===== src/rtl/omsp_spm_key_sequencer.sv =====
// Pulls KEY_WORDS words from the key-derivation engine and replays each one as
// a single-cycle write strobe into the SPM key array, with timeout and abort.
module omsp_spm_key_sequencer #(
  parameter int KEY_WORDS    = 4,
  parameter int KEY_IDX_SIZE = 2,
  parameter int TIMEOUT      = 255
) (
  input  logic                    mclk,
  input  logic                    puc_rst,
  input  logic                    start,
  input  logic                    abort,
  input  logic                    kd_valid,
  input  logic [15:0]             kd_data,
  output logic                    kd_ready,
  output logic                    write_key,
  output logic [15:0]             key_in,
  output logic [KEY_IDX_SIZE-1:0] key_idx,
  output logic                    busy,
  output logic                    done,
  output logic                    error
);

  localparam logic [KEY_IDX_SIZE-1:0] LAST_IDX = KEY_IDX_SIZE'(KEY_WORDS - 1);
  localparam logic [15:0]             LAST_TMR = 16'(TIMEOUT - 1);

  typedef enum logic [1:0] {ST_IDLE, ST_LOAD, ST_WRITE, ST_DONE} state_e;

  state_e                  state_q, state_d;
  logic [KEY_IDX_SIZE-1:0] idx_q, idx_d;
  logic [15:0]             timer_q, timer_d;
  logic [15:0]             key_in_q, key_in_d;
  logic                    done_q, done_d;
  logic                    error_q, error_d;

  always_ff @(posedge mclk) begin
    if (puc_rst) begin
      state_q  <= ST_IDLE;
      idx_q    <= '0;
      timer_q  <= '0;
      key_in_q <= '0;
      done_q   <= 1'b0;
      error_q  <= 1'b0;
    end else begin
      state_q  <= state_d;
      idx_q    <= idx_d;
      timer_q  <= timer_d;
      key_in_q <= key_in_d;
      done_q   <= done_d;
      error_q  <= error_d;
    end
  end

  always_comb begin
    state_d  = state_q;
    idx_d    = idx_q;
    timer_d  = timer_q;
    key_in_d = key_in_q;
    done_d   = 1'b0;
    error_d  = 1'b0;
    case (state_q)
      ST_IDLE: begin
        if (start && !abort) begin
          state_d = ST_LOAD;
          idx_d   = '0;
          timer_d = '0;
        end
      end
      ST_LOAD: begin
        // A word arriving in the timeout cycle still wins over the error.
        if (abort) begin
          state_d = ST_IDLE;
        end else if (kd_valid) begin
          key_in_d = kd_data;
          timer_d  = '0;
          state_d  = ST_WRITE;
        end else if (timer_q == LAST_TMR) begin
          error_d = 1'b1;
          state_d = ST_IDLE;
        end else begin
          timer_d = timer_q + 16'd1;
        end
      end
      ST_WRITE: begin
        if (abort) begin
          state_d = ST_IDLE;
        end else if (idx_q == LAST_IDX) begin
          done_d  = 1'b1;
          state_d = ST_DONE;
        end else begin
          idx_d   = idx_q + 1'b1;
          state_d = ST_LOAD;
        end
      end
      ST_DONE: state_d = ST_IDLE;
      default: state_d = ST_IDLE;
    endcase
  end

  assign kd_ready  = (state_q == ST_LOAD);
  assign write_key = (state_q == ST_WRITE);
  assign busy      = (state_q != ST_IDLE);
  assign key_in    = key_in_q;
  assign key_idx   = idx_q;
  assign done      = done_q;
  assign error     = error_q;

endmodule


===== config.mk =====
export PLATFORM = sky130hd
export DESIGN_NAME = omsp_spm_key_sequencer
export DESIGN_NICKNAME = d
export VERILOG_FILES = /design/src/rtl/omsp_spm_key_sequencer.sv
export SDC_FILE = /design/constraint.sdc
export NUM_CORES = 1
export LEC_CHECK = 0
export CORE_MARGIN = 4
export CORE_UTILIZATION = 55
export CTS_BUF_LIST = sky130_fd_sc_hd__clkbuf_4 sky130_fd_sc_hd__clkbuf_8
export CTS_CLUSTER_DIAMETER = 40
export DETAILED_ROUTE_END_ITERATION = 7
export HOLD_SLACK_MARGIN = 0.15
export MAX_ROUTING_LAYER = met4
export PLACE_DENSITY_LB_ADDON = 0.2
export SLEW_MARGIN = 10
export SYNTH_ARGS = -nofsm -noshare
export SYNTH_HDL_FRONTEND = slang
export SYNTH_SLANG_ARGS = --single-unit

===== constraint.sdc =====
create_clock -name mclk -period 4.5 [get_ports mclk]
set_input_delay 1.125 -clock mclk [delete_from_list [all_inputs] [get_ports mclk]]
set_output_delay 1.125 -clock mclk [all_outputs]
set_load 0.01 [all_outputs]

==> qor.csv <==
stage,metric,value,unit
status,status,completed,
sta,Worst Skew,10.2,ps
grt,initial antenna violation count,0,
cells_and_area,FILL cells,246,
pwr,VDD IR-drop max,0.367,mV
setup_path,Crit Path Class,reg -> out,
floorplan,total core area,0.00310,mm2
floorplan,die area,0.00429,mm2
clocking,root buffer cell,clkbuf_4,
grt,gr usage total,0.236,
clocking,Post-CTS Hold Buffers,0,
synthesis,Mapped Area,0.00182,mm2
cells_and_area,area occupied by multi-input gates,983,um2
cells_and_area,area grow syn2layout,29.6,%
floorplan,Site Rows,20,
route,WL/cell,14.5,um
synthesis,Ys Warns,0,
pwr,Psw,0.146,mW
route,DRC,0,
sta,post-layout min period,2820,ps
pwr,combinational share of power,0.074,
synthesis,post-synthesis area per instance,8.19,um2
cells_and_area,register area,761,um2
clocking,Clock Latency Late Sink,350,ps
grt,largest net degree at the start of global routing,18,
grt,vias in the first global route,1672,
sta,RSZ-0062 raised after global routing,no,
pwr,Clock power frac,0.429,
floorplan,Die Y,65.5,um
pwr,Pwr Density,291,mW/mm2
clocking,CTS tree,done,
clocking,CTS Sinks,38,
route,Via density,5.70,
sta,Max Slew Vio Count,0,
clocking,Post-CTS Resized,0,
pwr,P_int,0.540,mW
sta,Setup TNS,0,ps
sta,Final Hold Fails,0,
cells_and_area,ANT cells,0,
route,vias,1740,
setup_path,crit path DAT,1690,ps
pwr,LEAKAGE,0.800,nW
setup_path,critical-path maximum fanout,12,
sta,worst relative slew slack,0.365,
clocking,Max Buffers Root-to-Sink,2,
synthesis,most frequently used flop master after synthesis,dfxtp_1,
grt,global-route wire length before repair,7.59,mm
synthesis,Post-synth EDFFs,0,
place,RePlAce Congestion,0.940,
sta,hold slack,461,ps
route,"antenna viol nets, final",0,
clocking,htree depth,2,
sta,final setup vio count,0,
floorplan,I/O pin total,44,
setup_path,Critical Path Source Type,flip-flop,
cells_and_area,Nets,284,
pwr,switching part of the total,0.212,
synthesis,unique cell type count in the Yosys netlist,50,
clocking,Setup Buffers After CTS,0,
synthesis,Seq cells post-synth,38,
synthesis,share of flip-flops with an asynchronous set or reset,0,
setup_path,Crit path required time,3380,ps
hold_path,worst hold stages,2,
pwr,Seq pwr share,0.497,
place,PortBufs,43,
grt,total gr overflow,0,
hold_path,HP Class,reg -> reg,
route,Starting DRT DRC Count,144,
place,placed cell areas,0.00225,mm2
pwr,total power draw,0.686,mW
synthesis,Gate Count Post-Synth,222,
cells_and_area,final design utilization,0.760,
place,post-DP HPWL,3.26,mm
sta,Worst Tran Pin Value,948,ps
floorplan,Die X-Extent,65.5,um
floorplan,initial core utilization,0.586,
sta,FMAX,355,MHz
clocking,CTS buffer count,5,
synthesis,post-synthesis sequential area ratio,0.418,
cells_and_area,fraction of layout cells with a size suffix above 1,0.0690,
run,Max-Cap Viols,0,
clocking,clock-pin slew on the worst setup and hold paths,110,ps
route,DRT Pass-1 Iters,4,
setup_path,kind of end point of the critical path,primary output,
sta,Tcrit/Tclk final,0.626,
route,final WL,4.41,mm
setup_path,Worst Reg-to-Reg Cells,5,
synthesis,Synthesized Nets,246,
cells_and_area,Final Instance Area,0.00236,mm2
==> cell type report <==
cell class / instances / area share
Timing Repair Buffer: 44 / 0.186
Clock inverter: 3 / 0.0292
Multi-Input combinational cell: 167 / 0.417
Tap cell: 44 / 0.0233
Clock buffer: 5 / 0.0159
Sequential cell: 38 / 0.323
Inverter: 4 / 0.00637
==> critical path, stage by stage, from the launching register on <==
cell,delay [ps]
dfxtp_1,560
and2b_1,240
clkdlybuf4s50_1,550
==> Yosys cell counts (4+ instances only) <==
cell,count,share of area
nand2_1,41,0.085
dfxtp_1,38,0.42
a21oi_1,28,0.077
clkbuf_1,8,0.017
nand3_1,7,0.019
nor3_1,7,0.019
o21ai_0,7,0.019
nor2_1,6,0.012
a31oi_1,5,0.017
nand4_1,5,0.017
and3_1,4,0.014
inv_1,4,0.0083
or4_1,4,0.017
==> flip-flops by register name, indices dropped and copies added, names as in the netlist <==
register and count:
done 1, error 1, key_idx 2, key_in 16, state_q 2, timer_q 16
==> metrics by stage <==
step,setup WS (ps),cells
floorplan,2130,222
finish,1680,305
global route,1580,305
CTS,1680,305
global placement,1450,297
detailed placement,1420,297
==> worst paths after layout <==
path,startpoint,endpoint,slack [ps]
min reg2reg,key_in[12],key_in[12],460
min,key_in[12],key_in[12],460
max reg2reg,timer_q[1],timer_q[14],2600
max,state_q[1],write_key,1680
==> metal layers <==
layer / part of all wire / track usage
met4: 0.0057 / 0.0466
met3: 0.071 / 0.0855
met1: 0.42 / 0.269
met2: 0.50 / 0.399
met5: 0 / -
==> power groups by stage <==
stage | clock, mW | sequential (mW) | combinational [mW]
floorplan | 0 | 0.349 | 0.0206
global placement | 0 | 0.349 | 0.0499
detailed placement | 0 | 0.349 | 0.0504
CTS | 0.299 | 0.341 | 0.0508
global route | 0.317 | 0.342 | 0.0552
finish | 0.294 | 0.341 | 0.0506
==> logic make-up after synthesis <==
group,synth area share
simple gates,0.298
fa+ha+maj,0.0206
buf+inv,0.0413
compound gates,0.211
flops,0.418
mux,0.0110
==> layout by cell type, fill, tap and decap left out, types with 3 or more instances in the layout <==
cell type        count
inv_1                4
o211ai_1             3
a31oi_1              5
ha_1                 3
nand3_1              7
nor3_1               7
o21ai_0              7
nor2_1               6
nand2b_1             3
nor2b_1              3
clkdlybuf4s50_1     43
nand2_1             41
nand4_1              5
clkbuf_4             5
and3_1               4
a21oi_1             28
dfxtp_1             38
or4_1                4
or2_2                3
and4_1               3
Note: power is estimated with default switching activity, not from simulation.
